File: src/rtl/button_conditioner.sv
// button_conditioner: synchronise, debounce and stretch two raw active-low push-buttons into pressed levels and event pulses
// Ports: clk_clk system clock; reset_reset_n async active-low reset; key_n[1:0] raw buttons (bit 0 interrupt, bit 1 hour changer);
//   pressed[1:0] debounced held level; event_pulse[1:0] stretched press/repeat event.
// Optional feature macro BUTTON_AUTOREPEAT_EN: a held button emits repeated events.
module button_conditioner #(
  parameter int DEBOUNCE_CYCLES = 1000000,
  parameter int PULSE_CYCLES = 50000,
  parameter int REPEAT_DELAY_CYCLES = 25000000,
  parameter int REPEAT_PERIOD_CYCLES = 10000000
) (
  input  logic       clk_clk,
  input  logic       reset_reset_n,
  input  logic [1:0] key_n,
  output logic [1:0] pressed,
  output logic [1:0] event_pulse
);
  localparam int DW = $clog2(DEBOUNCE_CYCLES + 1);
  localparam int PW = $clog2(PULSE_CYCLES + 1);
  typedef enum logic {RELEASED, HELD} state_t;
  if (DEBOUNCE_CYCLES < 2 || PULSE_CYCLES < 1 || REPEAT_DELAY_CYCLES < 1 || REPEAT_PERIOD_CYCLES <= PULSE_CYCLES) begin : g_bad_params
    $error("button_conditioner: invalid parameter set");
  end
  for (genvar c = 0; c < 2; c++) begin : g_ch
    logic [1:0] sync;
    logic stable, accept, press_ev, ev, pulse_q;
    logic [DW-1:0] db_cnt;
    logic [PW-1:0] pulse_cnt, pulse_nxt;
    state_t state, state_nxt;
    always_comb begin
      accept = sync[1] != stable && db_cnt == DW'(DEBOUNCE_CYCLES);
      state_nxt = accept ? (sync[1] ? RELEASED : HELD) : state;
      press_ev = accept && !sync[1] && state == RELEASED;
      pulse_nxt = ev ? PW'(PULSE_CYCLES) : pulse_cnt - PW'(pulse_cnt != '0);
    end
    always_ff @(posedge clk_clk or negedge reset_reset_n)
      if (!reset_reset_n) begin
        sync <= 2'b11;
        stable <= 1'b1;
        db_cnt <= '0;
        state <= RELEASED;
        pulse_cnt <= '0;
        pulse_q <= 1'b0;
      end else begin
        sync <= {sync[0], key_n[c]};
        stable <= accept ? sync[1] : stable;
        db_cnt <= (sync[1] == stable || accept) ? '0 : db_cnt + 1'b1;
        state <= state_nxt;
        pulse_cnt <= pulse_nxt;
        pulse_q <= pulse_nxt != '0;
      end
`ifdef BUTTON_AUTOREPEAT_EN
    localparam int RMAX = REPEAT_DELAY_CYCLES > REPEAT_PERIOD_CYCLES ? REPEAT_DELAY_CYCLES : REPEAT_PERIOD_CYCLES;
    localparam int RW = $clog2(RMAX + 1);
    logic [RW-1:0] rpt_cnt;
    logic rpt_first, rpt_run, rpt_ev;
    // a release being accepted this cycle already suppresses the repeat
    always_comb begin
      rpt_run = state == HELD && !accept;
      rpt_ev = rpt_run && rpt_cnt + 1'b1 == RW'(rpt_first ? REPEAT_DELAY_CYCLES : REPEAT_PERIOD_CYCLES);
    end
    always_ff @(posedge clk_clk or negedge reset_reset_n)
      if (!reset_reset_n) begin
        rpt_cnt <= '0;
        rpt_first <= 1'b1;
      end else begin
        rpt_cnt <= (!rpt_run || rpt_ev) ? '0 : rpt_cnt + 1'b1;
        rpt_first <= rpt_ev ? 1'b0 : (rpt_run ? rpt_first : 1'b1);
      end
    assign ev = press_ev | rpt_ev;
`else
    assign ev = press_ev;
`endif
    assign pressed[c] = state == HELD;
    assign event_pulse[c] = pulse_q;
  end
endmodule

File: config.mk
export PLATFORM = sky130hd
export DESIGN_NAME = button_conditioner
export DESIGN_NICKNAME = d
export VERILOG_FILES = /design/src/rtl/button_conditioner.sv
export SDC_FILE = /design/constraint.sdc
export NUM_CORES = 1
export LEC_CHECK = 0
export CAP_MARGIN = 40
export CORE_ASPECT_RATIO = 0.8
export CORE_MARGIN = 2
export CORE_UTILIZATION = 50
export CTS_CLUSTER_SIZE = 40
export DETAILED_ROUTE_END_ITERATION = 6
export GPL_TIMING_DRIVEN = 0
export PLACE_DENSITY = 0.67
export SLEW_MARGIN = 10
export SYNTH_ARGS = -nofsm -noshare
export SYNTH_HDL_FRONTEND = slang
export SYNTH_SLANG_ARGS = --single-unit
File: constraint.sdc
create_clock -name clk_clk -period 6 [get_ports clk_clk]
set_input_delay 0.6 -clock clk_clk [delete_from_list [all_inputs] [get_ports clk_clk]]
set_output_delay 0.6 -clock clk_clk [all_outputs]
set_load 0.03 [all_outputs]
==> flow_summary.ini <==
[setup_path]
cp_num_buf_inv = 2
crit_path_start = g_ch[0].pulse_cnt[2]
crit_chain = clkbuf_1 -> nor4_2 -> nand2b_1 -> nand3b_1 -> ha_1 -> ha_1 -> clkbuf_1 -> o21ai_0 -> o21ai_0 -> a2111oi_0 -> o2111ai_1
r2r_setup_slack_ns = 2.72
crit_family = simple AND/OR/NAND/NOR gates
cp.required_ns = 6.20
crit_slowest_cell = nor4_2
max_stage_delay_ns = 0.61
cp_max_fo = 10
endpoint = g_ch[0].pulse_q
worstReg2RegEnd = g_ch[0].pulse_q
critPathArrivalTime_ns = 3.48
r2r_start = g_ch[0].pulse_cnt[2]
ff2ff_path_depth = 11
cp-start-kind = flip-flop
end_kind = flip-flop
cp.depth = 11
crit_type = flip-flop to flip-flop

[outcome]
outcome = finished, final reports clean

[routing]
drt_first_pass_iters = 7
dr_total_vias = 3179
ant_nets = 0
wl_per_cell_um = 13.9
wirelength_um = 8230
via_per_inst = 5.36
dr.first_iter.drc_count = 135
drc = 0

[synth]
syn_area_mm2 = 0.00429
synth_edf_count = 0
yosysUniqueCellTypes = 49
synth_warnings = 0
synth_seq_area_share_pct = 48.0
synth_nets = 468
synthesis.instances = 456
ys_ff_latch = 82
synthFlopType = dfrtp_1
async_flop_share_pct = 100
syn_avg_cell_area_um2 = 9.40

[clock_tree]
cts_buffer_depth = 2
cts_root_buf = clkbuf_8
ctsResizeCount = 0
cts.clk_slew.worst_paths_ns = 0.08
tritoncts = done
cts_buffers = 9
htree_levels = 3
postCtsHoldBufs = 0
cts.sinks = 82
postCtsSetupRepairBufs = 0
clk_latency_ns = 0.36

[grt]
grt_overflow = 0
grt_pass1_wl_um = 14300
grt_use_total_pct = 19.4
antenna_found_initial = 0
grt_pass1_vias = 3097
grt_max_degree = 44

[placement]
dpl-instance-area_mm2 = 0.00452
hpwl_um = 5750
dp.cells = 576
routabilityCongestion = 0.892
io_buffers = 7

[timing]
fin_crit_ns = 3.28
tightest_slew_ns = 0.766
fmax_mhz = 305
holdWs_ns = 0.210
final-hold-violation-count = 0
tns_ns = 0
drv_slew = 0
finalSetupViolCount = 0
grt_setup_unrepaired = no
slew_headroom_pct = 48.5
timing.final.crit_share_pct = 54.7
skew_ns = 0.00767

[hold_path]
hp-class = primary input to async pin

[final_layout]
seqCellArea_mm2 = 0.00206
multiInputGateArea_mm2 = 0.00206
drive_gt1_share_pct = 8.52
fin_area_mm2 = 0.00470
final_common_cell = nor2_1
fillCellCount = 750
final_cell_mix = 85 x nor2_1, 76 x dfrtp_1, 39 x nand2_1, 39 x xnor2_1, 23 x xor2_1
syn2layout_area_growth_pct = 9.66
stdcell_count = 593
n_antenna_cell = 0
nets = 488

[die]
ioPinCount = 8
die_x_um = 108
coreArea_mm2 = 0.00841
rows = 30
die_h_um = 86.8
start_util_pct = 51.0
die_area_mm2 = 0.00934

[power]
power_density_mw_per_mm2 = 204
peakVddDrop_uv = 127
p_leak_nw = 2.08

[job]
maxCapViolCount = 0
power breakdown:
part	switching (W)	internal, W
logic	0.0000216	0.00000997
clock network	0.000195	0.000172
registers	0.00000460	0.000558
stage by stage:
step           power (W)  setup WS [ns]  util [%]
2_1_floorplan   0.000586           3.17         -
3_3_place_gp    0.000604           1.38      53.5
3_5_place_dp    0.000606           2.48      53.7
4_1_cts         0.000980           2.50      55.9
5_1_grt          0.00101           2.46      55.9
6_report        0.000961           2.72      55.9
sequential cells by signal (all words and copies together), names as in the netlist:
register and flops:
g_ch.db_cnt 40, g_ch.pulse_q 2, g_ch.sync 4, g_ch.pulse_cnt 32, g_ch.state 2, g_ch.stable 2
cell families after synthesis:
group | after synthesis | share of synthesized area (%)
buffers and inverters | 36 | 3.88
DFF | 82 | 48.0
AOI/OAI and AO/OA | 32 | 4.73
xor gates and xnor gates | 62 | 12.7
and+or+nand+nor | 236 | 28.4
adders and majority gates | 8 | 2.33
metal layers:
layer,wire [um],vias to the layer above,GRT usage (%)
met5,0,-,0
met3,289,12,5.34
li1,-,1591,-
met1,4200,1522,25.8
met4,105,0,6.76
met2,3640,54,30.5
synthesized netlist by cell type, drive strengths merged, types with 8 or more instances:
cell type / n / area (um^2)
nor2: 85 / 319
dfrtp: 76 / 1900
nand2: 39 / 146
xnor2: 39 / 342
xor2: 23 / 201
nor3: 21 / 105
inv: 20 / 75.1
nand3: 16 / 80.1
nand4: 12 / 75.1
o21ai: 12 / 60.1
buf: 10 / 68.8
nor4: 9 / 68.8
or3: 9 / 56.3
ha: 8 / 100
layout make-up:
type,instances,area share (%)
Inverter,20,1.60
Timing Repair Buffer,9,1.97
Tap cell,112,2.98
Sequential cell,82,43.8
Buffer,16,1.94
Clock buffer,12,3.30
Clock inverter,4,0.559
Multi-Input combinational cell,338,43.9
worst min path at each step:
stage          cells after the start  slack, ns              endpoint            start
4_1_cts                            1       0.21  g_ch[0].pulse_cnt[1]    reset_reset_n
5_1_grt                            1       0.23  g_ch[0].pulse_cnt[1]    reset_reset_n
6_report                           1       0.21  g_ch[0].pulse_cnt[0]    reset_reset_n
3_5_place_dp                       0       0.36       g_ch[1].sync[1]  g_ch[1].sync[0]
3_3_place_gp                       0       0.36       g_ch[1].sync[1]  g_ch[1].sync[0]
2_1_floorplan                      0       0.30     g_ch[0].db_cnt[0]    reset_reset_n
No activity file was read; power rests on OpenSTA's default activity.
==> edit 1 (same settings) <==
Put a register stage on the output `pressed`. The value now appears one clock later. The other outputs are not delayed to match.
--- a/src/rtl/button_conditioner.sv
+++ b/src/rtl/button_conditioner.sv
@@ -17,6 +17,8 @@
   localparam int DW = $clog2(DEBOUNCE_CYCLES + 1);
   localparam int PW = $clog2(PULSE_CYCLES + 1);
   typedef enum logic {RELEASED, HELD} state_t;
+
+  logic [1:0] pressed_d;
   if (DEBOUNCE_CYCLES < 2 || PULSE_CYCLES < 1 || REPEAT_DELAY_CYCLES < 1 || REPEAT_PERIOD_CYCLES <= PULSE_CYCLES) begin : g_bad_params
     $error("button_conditioner: invalid parameter set");
   end
@@ -70,8 +72,12 @@
 `else
     assign ev = press_ev;
 `endif
-    assign pressed[c] = state == HELD;
+    assign pressed_d[c] = state == HELD;
     assign event_pulse[c] = pulse_q;
   end
+  always_ff @(posedge clk_clk) begin
+    pressed <= pressed_d;
+  end
+
 endmodule
 
Formal check against the unedited RTL: no difference found for any inputs over 10 cycles, from zero or initial values and one cycle with reset_reset_n low; that may be too few to reach the edited logic, so the function may still have changed.
==> edit 1 against the original RTL <==
Clock power is 6.8% higher. Combinational power hardly changed. Wire length is 1.0% lower. Worst setup slack worse by 0.16 ns. Largest cell class is now flip-flops and latches. Sequential cell count is 2 higher. Count of clock-buffer cells in the layout is 2 higher. Area after synthesis is 0.58% higher. Design area is 0.56% higher. Power is 3.9% higher.
==> edit 1: results (changes against the original RTL) <==
Ys Warns 0 (unchanged); setup slack, reg-to-reg 2.56 ns (-0.16 ns); placed cell areas 0.00455 mm2 (+0.72%); Detailed Route Iter0 Violations 204 (+51%); cts repair resizes 0 (unchanged); run status complete, no violations; pin count of the biggest net entering global routing 62 (+41%); Seq/Total Area, Yosys 48.7% (+0.65 points); RD Place Congestion 0.911 (+2.2%); Fill cells 771 (+2.8%); Lkg Pwr 2.08 nW (-0.13%); Compound-Gate Fraction of Synth Area 4.70% (-0.027 points); gr usage total 19.2% (-0.21 points); grt met2 use 29.2% (-1.3 points); met3 track demand over resource 5.39% (+0.047 points); worst clock skew 0.0146 ns (+0.00690 ns); ranking of synthesized cells by area dfrtp_1 (44%), xnor2_1 (7.9%), nor2_1 (7.4%), xor2_1 (4.7%), dfstp_2 (3.7%); Unique masters post-synth 50 (+2.0%); sw power 0.224 mW (+1.2%); routed wl met2 3750 um (+3.0%); vias in the first global route 2964 (-4.3%); TritonRoute pass-1 iters 4 (-3); asr flop ratio synth 97.6% (-2.4 points); met1 Resource Use GR 27.1% (+1.2 points); met3 WL 235 um (-19%); slew margin rel. 40.0% (-8.4 points); delay-heaviest family, CP compound AO/OA/AOI/OAI gates; wl on met1 4100 um (-2.5%); share of layout cells above drive strength 1 7.08% (-1.4 points); vias after detailed routing 3188 (+0.28%); Hold WS 0.128 ns (-0.0812 ns); Setup WS pre-CTS 2.59 ns (+0.113 ns); global-route wire length before repair 14000 um (-1.9%); Worst path max stage delay 0.59 ns (-0.02 ns); Synth Area in Adders 2.32% (-0.014 points); worst-case vdd ir drop 120 uV (-5.4%); Post-DP HPWL 5680 um (-1.1%); xor/xnor cell area share of the yosys netlist 12.6% (-0.073 points); vias per cell 5.39 (+0.45%); Worst EP arrival 3.64 ns (+0.16 ns)
edit 1: changes by cell type in the layout (fill, tap and decap cells not counted):
cell | before | now
buf_12 | 1 | 0
buf_16 | 0 | 1
buf_4 | 6 | 4
bufinv_16 | 0 | 1
clkbuf_1 | 7 | 11
clkbuf_2 | 1 | 0
clkbuf_8 | 11 | 9
clkinv_2 | 2 | 0
clkinv_4 | 1 | 0
dfxtp_1 | 0 | 2
edit 1: final cells by class:
| type | count | area (um2) | share of cell area, % |
|---|---|---|---|
| multi-input cells | 338 | 2060 | 43.6 |
| well taps | 112 | 140 | 2.96 |
| clock inverters | 2 | 37.5 | 0.794 |
| plain buffers | 14 | 76.3 | 1.61 |
| flip-flops and latches | 84 | 2100 | 44.4 |
| clock buffers | 14 | 143 | 3.02 |
| repair buffers | 8 | 95.1 | 2.01 |
| inverters | 20 | 75.1 | 1.59 |
edit 1: how the worst max path moves through the flow:
stage / end / cells past startpoint / startpoint / slack (ns)
after floorplan: g_ch[1].pulse_q / 11 / g_ch[1].pulse_cnt[8] / 3.17
after global placement: g_ch[1].db_cnt[3] / 1 / reset_reset_n / 1.38
after CTS: g_ch[1].pulse_q / 11 / g_ch[1].pulse_cnt[9] / 2.58
after global routing: g_ch[0].pulse_q / 11 / g_ch[0].pulse_cnt[2] / 2.16
after detailed placement: g_ch[1].pulse_q / 11 / g_ch[1].pulse_cnt[8] / 2.59
final: g_ch[0].pulse_q / 11 / g_ch[0].pulse_cnt[2] / 2.56
edit 1: worst register-to-register path: cells and delay by family (launching register included):
kind                     cells  cell delay, ns
AO/OA/AOI/OAI                4            1.07
AND/OR/NAND/NOR              3            0.99
adder cells (fa/ha/maj)      2            0.45
buffers and inverters        2            0.42
flip-flops                   1            0.36
==> edit 2 (same flow settings) <==
Without the edit above. The parameter `PULSE_CYCLES` goes from 50000 to 100000.
--- a/src/rtl/button_conditioner.sv
+++ b/src/rtl/button_conditioner.sv
@@ -4,7 +4,7 @@
 // Optional feature macro BUTTON_AUTOREPEAT_EN: a held button emits repeated events.
 module button_conditioner #(
   parameter int DEBOUNCE_CYCLES = 1000000,
-  parameter int PULSE_CYCLES = 50000,
+  parameter int PULSE_CYCLES = 100000,
   parameter int REPEAT_DELAY_CYCLES = 25000000,
   parameter int REPEAT_PERIOD_CYCLES = 10000000
 ) (
Function: no difference found for any inputs over 10 cycles, from zero or initial values and one cycle with reset_reset_n low; that may be too few to reach the edited logic, so the function may still have changed.
==> edit 2 against the original RTL <==
Sequential cell count rose by 2. Area after synthesis is 3.3% higher. Clock power grew 18%. Worst hold slack worse by 0.088 ns. Power increased by 8.3%. Worst setup slack worse by 0.15 ns. Synthesized cell count is 1.5% higher. First-iteration DRC count is 2.2% lower. Design area is 3.8% higher. Wire length rose by 2.3%.
==> edit 2: results (changes against the original RTL) <==
Unique masters post-synth 53 (+8.2%); Synth Area in Adders 2.82% (+0.49 points); Worst EP arrival 3.68 ns (+0.20 ns); fin crit share 57.3% (+2.6 points); Worst path max stage delay 0.49 ns (-0.12 ns); Fill cells 749 (-0.13%); met3 track demand over resource 5.21% (-0.13 points); sw power 0.226 mW (+2.3%); Largest regs g_ch.db_cnt (40), g_ch.pulse_cnt (34), g_ch.sync (4); r2r startpoint g_ch[0].pulse_cnt[3]; WL/cell 14.0 um (+1.1%); met1 Resource Use GR 27.9% (+2.0 points); Worst Tran Pin Value 0.780 ns (+0.0137 ns); Seq/Total Area, Yosys 47.6% (-0.42 points); final net count 497 (+1.8%); share of layout cells above drive strength 1 10.0% (+1.5 points); Clk. pwr 0.433 mW (+18%); Critical Path Fanout Max 9 (-1); run status complete, no violations; Avg Inst Size Synth 9.57 um2 (+1.8%); ranking of synthesized cells by area dfrtp_1 (44%), xor2_1 (7.5%), nor2_1 (7.4%), xnor2_1 (5.7%), dfstp_2 (3.6%); xor/xnor cell area share of the yosys netlist 13.2% (+0.58 points); Detailed Route Iter0 Violations 132 (-2.2%); TritonRoute pass-1 iters 4 (-3); worst clock skew 0.0121 ns (+0.00440 ns); Post-DP HPWL 5750 um (+0.16%); sequential power 0.577 mW (+2%); R2R depth 13 (+2); post-route ant nets 0 (unchanged); RD Place Congestion 0.817 (-8.4%); Compound-Gate Fraction of Synth Area 3.87% (-0.86 points); global-route wire length before repair 14900 um (+4.2%); Hold WS 0.122 ns (-0.0880 ns); vias after detailed routing 3227 (+1.5%); slowest CP cell nor3_1; Lkg Pwr 2.26 nW (+8.6%); Commonest cells post-synth nor2_1 (87), dfrtp_1 (78), nand2_1 (39), xor2_1 (38), xnor2_1 (29); Post-Syn Nets 477 (+1.9%); pin count of the biggest net entering global routing 66 (+50%); Placed Cells 583 (+1.2%); cts repair resizes 0 (unchanged); grt met2 use 30.8% (+0.30 points); placed cell areas 0.00467 mm2 (+3.3%); gr usage total 19.9% (+0.57 points); Util after Layout 57.0% (+1.1 points); mux contribution to synthesized area 0.593% (+0.59 points); Clk network pwr share 41.6% (+3.4 points)
==> edit 2: cell count changes after synthesis, sizes merged, moves of 3 or more <==
cell,change
inv,-8
nand3b,-5
or3,-6
nor4,+4
nor3b,+4
nand4b,-3
xnor2,-10
nand4,+6
and3,+5
nand3,+7
nor3,-4
nand2,+4
xor2,+15
or4,-4
==> edit 2: cell type report <==
cell class | instances | area share, %
buffer | 16 | 1.95
clock buffer | 11 | 2.69
clock inverter | 5 | 1.59
inverter | 12 | 0.923
multi-input combinational | 351 | 44.7
sequential | 84 | 43.2
tap | 112 | 2.87
timing repair buffer | 9 | 2.05
==> edit 2: metal layers <==
layer  up-vias  share of wire [%]
met2        42                 44
met3         7                3.2
met4         0               0.91
li1       1624                  -
met5         -                  0
met1      1554                 52
